### src/rtl/mon_packet_rx_pkg.sv
// Shared definitions for the monitor data line receiver and its op decoder.
package mon_packet_rx_pkg;

  localparam int OP_BITS = 16;

  typedef enum logic [1:0] {
    IDLE,
    SHIFT,
    STOP
  } state_t;

  localparam logic [15:0] OP_C5EF = 16'hC5EF;
  localparam logic [15:0] OP_C500 = 16'hC500;
  localparam logic [7:0]  OPH_1F  = 8'h1F;
  localparam logic [7:0]  OPH_0F  = 8'h0F;
  localparam logic [7:0]  OPH_C7  = 8'hC7;
  localparam logic [7:0]  OPH_FF  = 8'hFF;

  // True when the op matches one of the codes the decoder acts on.
  function automatic logic op_is_known(input logic [OP_BITS-1:0] op);
    logic [7:0] hi;
    hi = op[15:8];
    return (op == OP_C5EF) || (op == OP_C500) || (hi == OPH_1F) ||
           (hi == OPH_0F) || (hi == OPH_C7) || (hi == OPH_FF);
  endfunction

endpackage

### src/rtl/bit_sync.sv
// Two-flop synchronizer for host-driven asynchronous lines.
module bit_sync (
  input  logic clk,
  input  logic reset,
  input  logic d,
  output logic q
);

  logic r_meta;
  logic r_sync;

  always_ff @(posedge clk) begin
    if (reset) begin
      r_meta <= 1'b0;
      r_sync <= 1'b0;
    end else begin
      r_meta <= d;
      r_sync <= r_meta;
    end
  end

  assign q = r_sync;

endmodule

### src/rtl/mon_packet_rx.sv
// Frames the synchronized monitor serial line into start/op/data/stop packets
// and presents each good packet as a parallel op/data word.
module mon_packet_rx
  import mon_packet_rx_pkg::*;
#(
  parameter int DATA_BITS = 24
) (
  input  logic                 clk,
  input  logic                 reset,
  input  logic                 si,
  input  logic                 bit_tick,
  output logic [OP_BITS-1:0]   op,
  output logic [DATA_BITS-1:0] data,
  output logic                 op_valid,
  output logic                 frame_err,
  output logic                 busy
);

  localparam int FRAME_BITS = OP_BITS + DATA_BITS;
  localparam int CNT_W      = $clog2(FRAME_BITS + 1);

  logic                  w_si_s;
  state_t                r_state;
  logic [CNT_W-1:0]      r_cnt;
  logic [FRAME_BITS-1:0] r_shift;
  logic [OP_BITS-1:0]    r_op;
  logic [DATA_BITS-1:0]  r_data;
  logic                  r_op_valid;
  logic                  r_frame_err;
  logic                  r_busy;

  bit_sync u_si_sync (
    .clk   (clk),
    .reset (reset),
    .d     (si),
    .q     (w_si_s)
  );

  always_ff @(posedge clk) begin
    if (reset) begin
      r_state     <= IDLE;
      r_cnt       <= '0;
      r_shift     <= '0;
      r_op        <= '0;
      r_data      <= '0;
      r_op_valid  <= 1'b0;
      r_frame_err <= 1'b0;
      r_busy      <= 1'b0;
    end else begin
      r_op_valid  <= 1'b0;
      r_frame_err <= 1'b0;
      if (bit_tick) begin
        case (r_state)
          IDLE: begin
            // busy drops one cycle late so it covers the result strobe.
            r_busy <= w_si_s;
            if (w_si_s) begin
              r_state <= SHIFT;
              r_cnt   <= '0;
            end
          end
          SHIFT: begin
            r_shift <= {r_shift[FRAME_BITS-2:0], w_si_s};
            r_cnt   <= r_cnt + CNT_W'(1);
            if (r_cnt == CNT_W'(FRAME_BITS - 1)) begin
              r_state <= STOP;
            end
          end
          STOP: begin
            if (!w_si_s) begin
              r_op       <= r_shift[FRAME_BITS-1 -: OP_BITS];
              r_data     <= r_shift[DATA_BITS-1:0];
              r_op_valid <= 1'b1;
            end else begin
              r_frame_err <= 1'b1;
            end
            r_state <= IDLE;
          end
          default: begin
            r_state <= IDLE;
          end
        endcase
      end else if (r_state == IDLE) begin
        r_busy <= 1'b0;
      end
    end
  end

  assign op        = r_op;
  assign data      = r_data;
  assign op_valid  = r_op_valid;
  assign frame_err = r_frame_err;
  assign busy      = r_busy;

endmodule

### config.mk
export PLATFORM = sky130hd
export DESIGN_NAME = mon_packet_rx
export DESIGN_NICKNAME = d
export VERILOG_FILES = /design/src/rtl/mon_packet_rx_pkg.sv /design/src/rtl/bit_sync.sv /design/src/rtl/mon_packet_rx.sv
export SDC_FILE = /design/constraint.sdc
export NUM_CORES = 1
export LEC_CHECK = 0
export ABC_AREA = 1
export CAP_MARGIN = 10
export CORE_MARGIN = 3
export CORE_UTILIZATION = 48
export DETAILED_ROUTE_END_ITERATION = 8
export PLACE_DENSITY = 0.74
export SLEW_MARGIN = 20
export SYNTH_ARGS = -nofsm -noshare
export SYNTH_HDL_FRONTEND = slang
export SYNTH_SLANG_ARGS = --single-unit
### constraint.sdc
create_clock -name clk -period 1.18 [get_ports clk]
set_input_delay 0.177 -clock clk [delete_from_list [all_inputs] [get_ports clk]]
set_output_delay 0.177 -clock clk [all_outputs]
set_load 0.02 [all_outputs]
Word level (Yosys, flattened, before mapping)
Cells that the tools add are included.
{ "word_totals": {"input_bits": 4, "out_inout_bits": 43, "elab_cells": 36, "ff_bits": 93} }
{ "op_classes": {"eq_ne": 5, "muxes": 10, "n_bitwise": 3, "add_sub_neg": 1, "reduce_logical": 7} }
{ "ops": {"columns": ["cell", "count"], "rows": [
  ["6-bit case mux with 2 select lines", 1],
  ["3-bit AND reduction", 3],
  ["6-bit by 1-bit adder with 6-bit output (second input constant)", 1],
  ["6-bit == test (second input constant)", 1],
  ["6-bit two-way mux", 1],
  ["1-bit two-way mux", 5],
  ["2-bit two-way mux", 2],
  ["2-bit case mux with 2 select lines", 1],
  ["1-bit inverter", 3],
  ["3-bit OR reduction", 1],
  ["2-bit by 1-bit == test with 1-bit output (second input constant)", 1],
  ["2-bit == test (second input constant)", 1],
  ["2-bit zero test", 1],
  ["2-bit by 1-bit inequality test with 1-bit output (second input constant)", 1],
  ["2-bit inequality test (second input constant)", 1],
  ["2-bit AND reduction", 1],
  ["2-bit nonzero test", 1]
]} }

Depth between registers and ports, before layout
Gate-level depths: netlist (run 1).
{ "logic_depth": {"depth_word": 3, "mapped_depth": 8} }

Cells and area by module
Synthesis (run 1) repeated with hierarchy kept, for this count alone.
{ "unflattened": {"cells_unflattened": 407, "area_unflattened_um2": 3291.9} }
{ "by_module_without_submodules": {"columns": ["mod", "cells_per_inst", "instances", "area_per_inst_um2", "seq_area_each_um2"], "rows": [
  ["mon_packet_rx", 401, 1, 3236.9, 1821.7],
  ["bit_sync", 6, 1, 55.1, 40.0]
]} }

Least setup slack after synthesis (run 1)
OpenSTA, ideal clock, no wires.
{ "synth_path": {"kind": "register to register", "start": "register r_state[1]", "end": "register r_data[10], in the netlist data[10]", "setup_slack_ps": 44, "stages_incl_launch_ff": 7, "n_path_buf": 1, "arrival_ps": 1020, "required_time_ps": 1064, "cell_sequence": "dfxtp_1 nand2_2 nor2_4 inv_2 buf_4 nor2_1 nor2_1"} }
{ "synth_via": {"elab_chain_cells": 2} }
{ "synth_lines": {"columns": ["element", "line", "rtl"], "rows": [
  ["from (decl)", "mon_packet_rx.sv:23", "state_t r_state;"],
  ["from (signal assigned)", "mon_packet_rx.sv:41", "r_state <= IDLE;"],
  ["from (signal assigned)", "mon_packet_rx.sv:58", "r_state <= SHIFT;"],
  ["from (signal assigned)", "mon_packet_rx.sv:66", "r_state <= STOP;"],
  ["2-bit == test", "mon_packet_rx.sv:53", "case (r_state)"],
  ["3-bit AND reduction (no line)", null, null],
  ["to (signal assigned)", "mon_packet_rx.sv:72", "r_data <= r_shift[DATA_BITS-1:0];"],
  ["to (decl)", "mon_packet_rx.sv:27", "logic [DATA_BITS-1:0] r_data;"]
]} }
Every way passes these cells.
A chain may end at the register's enable or synchronous reset.

Worst setup path in the final report (run 1)
{ "layout_path": {"start": "register r_state[1]", "end": "register r_shift[23]"} }
{ "layout_via": {"elab_chain_cells": 2} }
{ "layout_lines": {"columns": ["element", "line", "rtl"], "rows": [
  ["2-bit by 1-bit == test with 1-bit output", "mon_packet_rx.sv:53", null],
  ["2-bit AND reduction (no line)", null, null],
  ["to (signal assigned)", "mon_packet_rx.sv:63", "r_shift <= {r_shift[FRAME_BITS-2:0], w_si_s};"],
  ["to (decl)", "mon_packet_rx.sv:25", "logic [FRAME_BITS-1:0] r_shift;"]
]} }
Every way passes these cells.

==> metrics.txt, run 1 <==
status complete, but fails checks; failing checks negative setup slack; worst hold stages 3; final antenna-violating net count 0; die footprint 7870 um^2; worst r2r path cells 7; CTS tree done; Final period util 109%; first-pass GRT wire length 12100 um; Initial Util 50.6%; crit path kind register to register; RSZ-0062 raised after global routing true; cells after synthesis 407; Hold Buf Count CTS 0; Avg Vias per Cell 5.25; Setup Viol. Count Final 26; Slew HR 75.8%; net count reported at finish 480; Synth Register Bits 93; IO Port Bufs 46; R2R Path Start r_state[1]$_SDFFE_PP0P_; Max IR drop VDD 0.658 mV; crit-path max cell delay 0.38 ns; GPL Wtd Cong 0.748; sum of buffers and inverters on the critical path 3; CP startpoint kind register; Synth Area in Compound Gates 20.9%; area delta synth->final 37.8%; mux share of post-synthesis cell area 0%; Post-Syn Area 3290 um^2; crit path setup slack, layout -0.110 ns; Fill cells 491; Die H 88.7 um; layout cells sized above 1 30.0%; Crit. End Element register; area of the core 6490 um^2; Synth cell types 20; Clk Latency, worst-skew pair 0.36 ns; wirelength, routed 8520 um; GRT Util Overall 19.3%; largest family of logic cells by synthesized area compound AO/OA/AOI/OAI gates; fmax 0.775 GHz; grt total ovfl 0; CTS buffer count 9; EDFF count, synth 0; Post-Synth Simple-Gate Area 13.9%; most frequent cells after synthesis 93 x dfxtp_1, 83 x nor2_1, 61 x o21ai_0; Post-synth top flop dfxtp_1; post-route insts no fill 557; post-synth top area share 56.7%; hold path start bit_tick; CTS Root Cell clkbuf_8; Hold EP frame_err$_SDFF_PP0_; WHS 0.257 ns; setup TNS -0.642 ns; r2r endpoint r_shift[23]$_SDFFE_PP0P_; slew at the pin closest to its max-slew limit 0.360 ns; adder-cell area share of the yosys netlist 0.381%; initial antenna violation count 0; WP data arrival 1.56 ns; Tmin final 1.29 ns; sequential area share after synthesis 56.7%; max-cap violation count 0; syn_nets 412; syn avg cell area 8.07 um^2; Ys Warns 0; R2R Setup Slk -0.11 ns; area leader, netlist dfxtp_1; slowest stage cell on the critical path dfxtp_4; Die X-Extent 88.7 um; HPWL after DPL 4040 um; # IOs 47; Final Hold Viols 0; Power Density 1240 nW/um^2; top-count cell post-synth dfxtp_1; worst-path fanout max 8; fraction of registers with async set or reset after synthesis 0%; HP Class primary input to register; Setup Skew 0.0110 ns; dpl cells 520; crit-path cells inv_2, nand2_4, nor2_4, buf_12, clkbuf_16, o21ai_2, a21oi_1; First-pass DRT Iterations 5; synth top area cells dfxtp_1 57%, nor2_1 9.5%, o21ai_0 9.3%; Lkg Pwr 1.97 nW; Final Slew Violations 0; vias in the first global route 2741; pin count of the biggest net entering global routing 50; cell family with most CP delay buffers and inverters; Rows 29; Sink Count 93; Clock Path Buffers 2; Iter 0 DRT Violations 214; clk slew on worst S/H paths 0.09 ns; Diodes inserted 0; Req. time, crit path 1.45 ns; vias after detailed routing 2922; XOR/XNOR share of the synthesized area 0%; H-tree level count 3; Remaining DRCs 0; wire length per cell 15.3 um
==> how the worst max path moves through the flow <==
stage                                       start                       end  slack, ns  depth (start not counted)
after floorplan           r_state[1]$_SDFFE_PP0P_     data[10]$_SDFFE_PP0P_       0.04                          6
after global placement                   bit_tick     r_cnt[4]$_SDFFE_PP0P_      -0.32                          8
after detailed placement                 bit_tick       op[15]$_SDFFE_PP0P_      -0.37                          6
after CTS                 r_state[0]$_SDFFE_PP0P_        op[8]$_SDFFE_PP0P_      -0.03                          7
after global routing      r_state[1]$_SDFFE_PP0P_  r_shift[23]$_SDFFE_PP0P_      -0.18                          7
final                     r_state[1]$_SDFFE_PP0P_  r_shift[23]$_SDFFE_PP0P_      -0.11                          7
==> per-stage QoR <==
step	setup slack, ns	power (W)	instance area (um^2)	util, %
after floorplan	0.0441	0.00340	3290	-
after global placement	-0.320	0.00348	3880	59.7
after CTS	-0.0286	0.00555	4260	65.6
after detailed placement	-0.367	0.00348	3880	59.7
after global routing	-0.177	0.00584	4530	69.7
final	-0.110	0.00563	4530	69.7
==> metal layers <==
layer	GRT usage (%)	share of wire, %	vias up
li1	-	-	1469
met3	3.91	5.1	8
met4	7.28	1.1	0
met1	25.2	44	1358
met5	0	0	-
met2	31.6	50	87
==> state kept, by name, indices dropped and copies added, names as in the netlist <==
name,count
data,24
op,16
u_si_sync.r_meta,1
frame_err,1
r_shift,40
busy,1
r_cnt,6
op_valid,1
r_state,2
u_si_sync.q,1
==> worst register-to-register path: cells and delay by family (launching register included) <==
kind | cells | cell delay (ns)
buffers and inverters | 3 | 0.40
flip-flops | 1 | 0.38
AO/OA/AOI/OAI | 2 | 0.25
AND/OR/NAND/NOR | 2 | 0.19
==> cell usage in the layout (no fill, tap or decap), drive strengths merged, types with 5 or more instances in the layout <==
master,instances
nor2,85
buf,41
o21ai,82
dfxtp,93
a21oi,52
clkbuf,35
clkdlybuf4s15,12
nand2,20
inv,41
nand3,5
==> where the power goes <==
group | internal, W | total (W) | leakage [nW] | switching [W]
Combinational | 0.000124 | 0.000290 | 1.12 | 0.000166
Sequential | 0.00318 | 0.00321 | 0.753 | 0.0000322
Clock | 0.00104 | 0.00214 | 0.0995 | 0.00109
==> kinds of logic (layout without fill, tap and decap cells) <==
logic type / after synthesis / count (layout)
AO/OA/AOI/OAI: 136 / 136
adder cells (fa/ha/maj): 1 / 1
buffers and inverters: 64 / 137
flip-flops: 93 / 93
AND/OR/NAND/NOR: 113 / 113
==> what timing repair did <==
item                                   CTS  global route
gates cloned                             3             9
resized for setup                      119           129
buffers inserted                         6             4
setup endpoints to repair               80           118
pin swaps                                2            11
endpoints found under the hold margin    0             0
==> layout make-up <==
| type | instances | area [um^2] | share of cell area (%) |
|---|---|---|---|
| Clock inverter | 5 | 60.1 | 1.33 |
| Timing Repair Buffer | 80 | 868 | 19.2 |
| Multi-Input combinational cell | 250 | 1330 | 29.3 |
| Sequential cell | 93 | 1870 | 41.3 |
| Clock buffer | 11 | 141 | 3.12 |
| Inverter | 41 | 166 | 3.68 |
| Tap cell | 77 | 96.3 | 2.13 |
(Power assumes the default switching activity.)
==> run 2, diff against run 1 <==
PLACE_DENSITY = 0.76   (was 0.74)
SETUP_SLACK_MARGIN = 0.05   (was not set)
==> run 2 against run 1 <==
Net effect: the run still ends with negative setup slack left; critical path depth unchanged; first-iteration DRC count is 12% lower; highest routed layer unchanged; total power shrank 0.42%; largest cell class unchanged; clock skew rose by 0.0062 ns; sequential power hardly changed; clock power shrank 2%; critical endpoint is now r_shift[20]$_SDFFE_PP0P_; worst hold slack improved by 0.11 ns; combinational power increased by 7.2%.
==> metrics.txt, run 2 (same netlist as run 1, synthesis figures left out) <==
status complete, but fails checks; failing checks negative setup slack; crit-path max cell delay 0.38 ns; r2r endpoint r_shift[20]$_SDFFE_PP0P_; Remaining DRCs 0; first-pass GRT wire length 11700 um; worst-path fanout max 5; H-tree level count 3; fin area 4570 um^2; Sequential Power Share 57.2%; R2R Path Start r_state[1]$_SDFFE_PP0P_; wire length per cell 16.2 um; max-cap violation count 0; slowest stage cell on the critical path dfxtp_4; Avg Vias per Cell 5.46; sw frac 26.4%; Power Internal 0.00413 W; worst r2r path cells 7; final antenna-violating net count 0; # IOs 47; Final Hold Viols 0; area of the core 6490 um^2; Lkg Pwr 2.06 nW; wirelength, routed 9170 um; commonest non-fill, non-tap cell in the layout dfxtp_1; IO Port Bufs 46; WP data arrival 1.53 ns; power share of the clock group 37.3%; GR Util met3 4.93%; Hold EP u_si_sync.r_meta$_SDFF_PP0_; R2R Setup Slk -0.09 ns; crit path setup slack, layout -0.0871 ns; HP Class primary input to register; CTS buffer count 9; Setup WS pre-CTS -0.384 ns; Final period util 107%; Max IR drop VDD 0.886 mV; layout cells sized above 1 33.1%; Sink Count 93; fmax 0.789 GHz; Biggest register r_shift; met1 GRT Util 22.9%; crit path kind register to register; Die H 88.7 um; Power Density 1230 nW/um^2; grt total ovfl 0; GPL Wtd Cong 0.762; hold path start si; slew at the pin closest to its max-slew limit 0.253 ns; Setup Skew 0.0172 ns; crit-path cells inv_2, nand2_2, nor2_4, buf_6, buf_6, clkbuf_16, a21oi_1; number of flip-flops in the largest register 40; Switching Power 0.00148 W; GRT Util Overall 19.1%; Clk Latency, worst-skew pair 0.38 ns; DP Area 3920 um^2; initial antenna violation count 0; Die X-Extent 88.7 um; WHS 0.368 ns; Tmin final 1.27 ns; GR Util met2 31.8%; CTS tree done; net count reported at finish 490; Fill cells 465; gr busiest metal met2; Clock Path Buffers 2; RSZ-0062 raised after global routing true; Comb pwr share 5.5%; First-pass DRT Iterations 5; Iter 0 DRT Violations 188; most frequent cells in the layout 90 x dfxtp_1, 71 x nor2_1, 45 x a21oi_1, 40 x buf_2; worst hold stages 3; Req. time, crit path 1.44 ns; Initial Util 50.6%; Setup Viol. Count Final 47; vias in the first global route 2660; Rows 29; Crit. End Element register; vias after detailed routing 3097; Final Slew Violations 0; HPWL after DPL 4030 um; CTS Root Cell clkbuf_8; die footprint 7870 um^2; pin count of the biggest net entering global routing 43; most frequent CP cell buf_6; CP startpoint kind register; area delta synth->final 39.2%; clk slew on worst S/H paths 0.10 ns; Slew HR 83.0%; Diodes inserted 0
run 2: changes by cell type in the layout (fill, tap and decap cells not counted), moves of 4 or more:
cell             change
buf_6                +9
buf_2               +26
nor2_1               -4
o21ai_0              +5
a21oi_2              -4
clkbuf_2            -17
clkdlybuf4s15_2     -10
o21ai_1              -6
run 2: power by group through the flow:
stage / registers [W] / clock network, W / logic (W)
2_1_floorplan: 0.00328 / 0 / 0.000128
3_3_place_gp: 0.00328 / 0 / 0.000201
3_5_place_dp: 0.00328 / 0 / 0.000206
4_1_cts: 0.00321 / 0.00207 / 0.000229
5_1_grt: 0.00322 / 0.00226 / 0.000333
6_report: 0.00321 / 0.00209 / 0.000311
run 2: through the flow:
stage / TNS (ns) / util [%] / std cells / total power, W
floorplan: 0 / - / 407 / 0.00340
global placement: -24.49 / 60.3 / 522 / 0.00348
detailed placement: -26.53 / 60.3 / 522 / 0.00348
CTS: -0.00457 / 64.1 / 551 / 0.00551
global route: -4.77 / 70.4 / 567 / 0.00581
finish: -1.46 / 70.4 / 567 / 0.00561
run 2: area by class of cell:
| cell class | instances | area (um^2) | area share (%) |
|---|---|---|---|
| Multi-Input combinational cell | 250 | 1350 | 29.4 |
| Sequential cell | 93 | 1870 | 40.8 |
| Timing Repair Buffer | 90 | 903 | 19.8 |
| Clock buffer | 9 | 124 | 2.71 |
| Tap cell | 77 | 96.3 | 2.11 |
| Clock inverter | 7 | 67.6 | 1.48 |
| Inverter | 41 | 169 | 3.69 |
run 2: metal layers:
layer | share of wire [%] | vias to the layer above
met2 | 50 | 117
met1 | 42 | 1475
met3 | 5.7 | 24
met5 | 0 | -
li1 | - | 1481
met4 | 2.8 | 0
run 2: worst max path at each step:
stage	startpoint	end	slack [ns]	cells after the start
final	r_state[1]$_SDFFE_PP0P_	r_shift[20]$_SDFFE_PP0P_	-0.09	7
after CTS	r_state[1]$_SDFFE_PP0P_	op[14]$_SDFFE_PP0P_	-0.005	6
after global routing	r_state[1]$_SDFFE_PP0P_	r_shift[20]$_SDFFE_PP0P_	-0.16	7
after detailed placement	bit_tick	r_cnt[4]$_SDFFE_PP0P_	-0.38	8
after global placement	bit_tick	r_cnt[4]$_SDFFE_PP0P_	-0.33	8
after floorplan	r_state[0]$_SDFFE_PP0P_	data[10]$_SDFFE_PP0P_	0.07	7
run 2: repair_timing:
| action | CTS | global route |
|---|---|---|
| cloned | 2 | 13 |
| resized for setup | 221 | 68 |
| pin swaps | 6 | 15 |
| hold buffers | 0 | 0 |
| endpoints found under the setup margin | 129 | 91 |
| setup buffers | 11 | 6 |
run 2: worst max-delay path: cells and delay by family, from the launching register on:
| family | cells | cell delay (ns) |
|---|---|---|
| DFF | 1 | 0.38 |
| AOI/OAI and AO/OA | 1 | 0.07 |
| and+or+nand+nor | 2 | 0.22 |
| buffers and inverters | 4 | 0.49 |
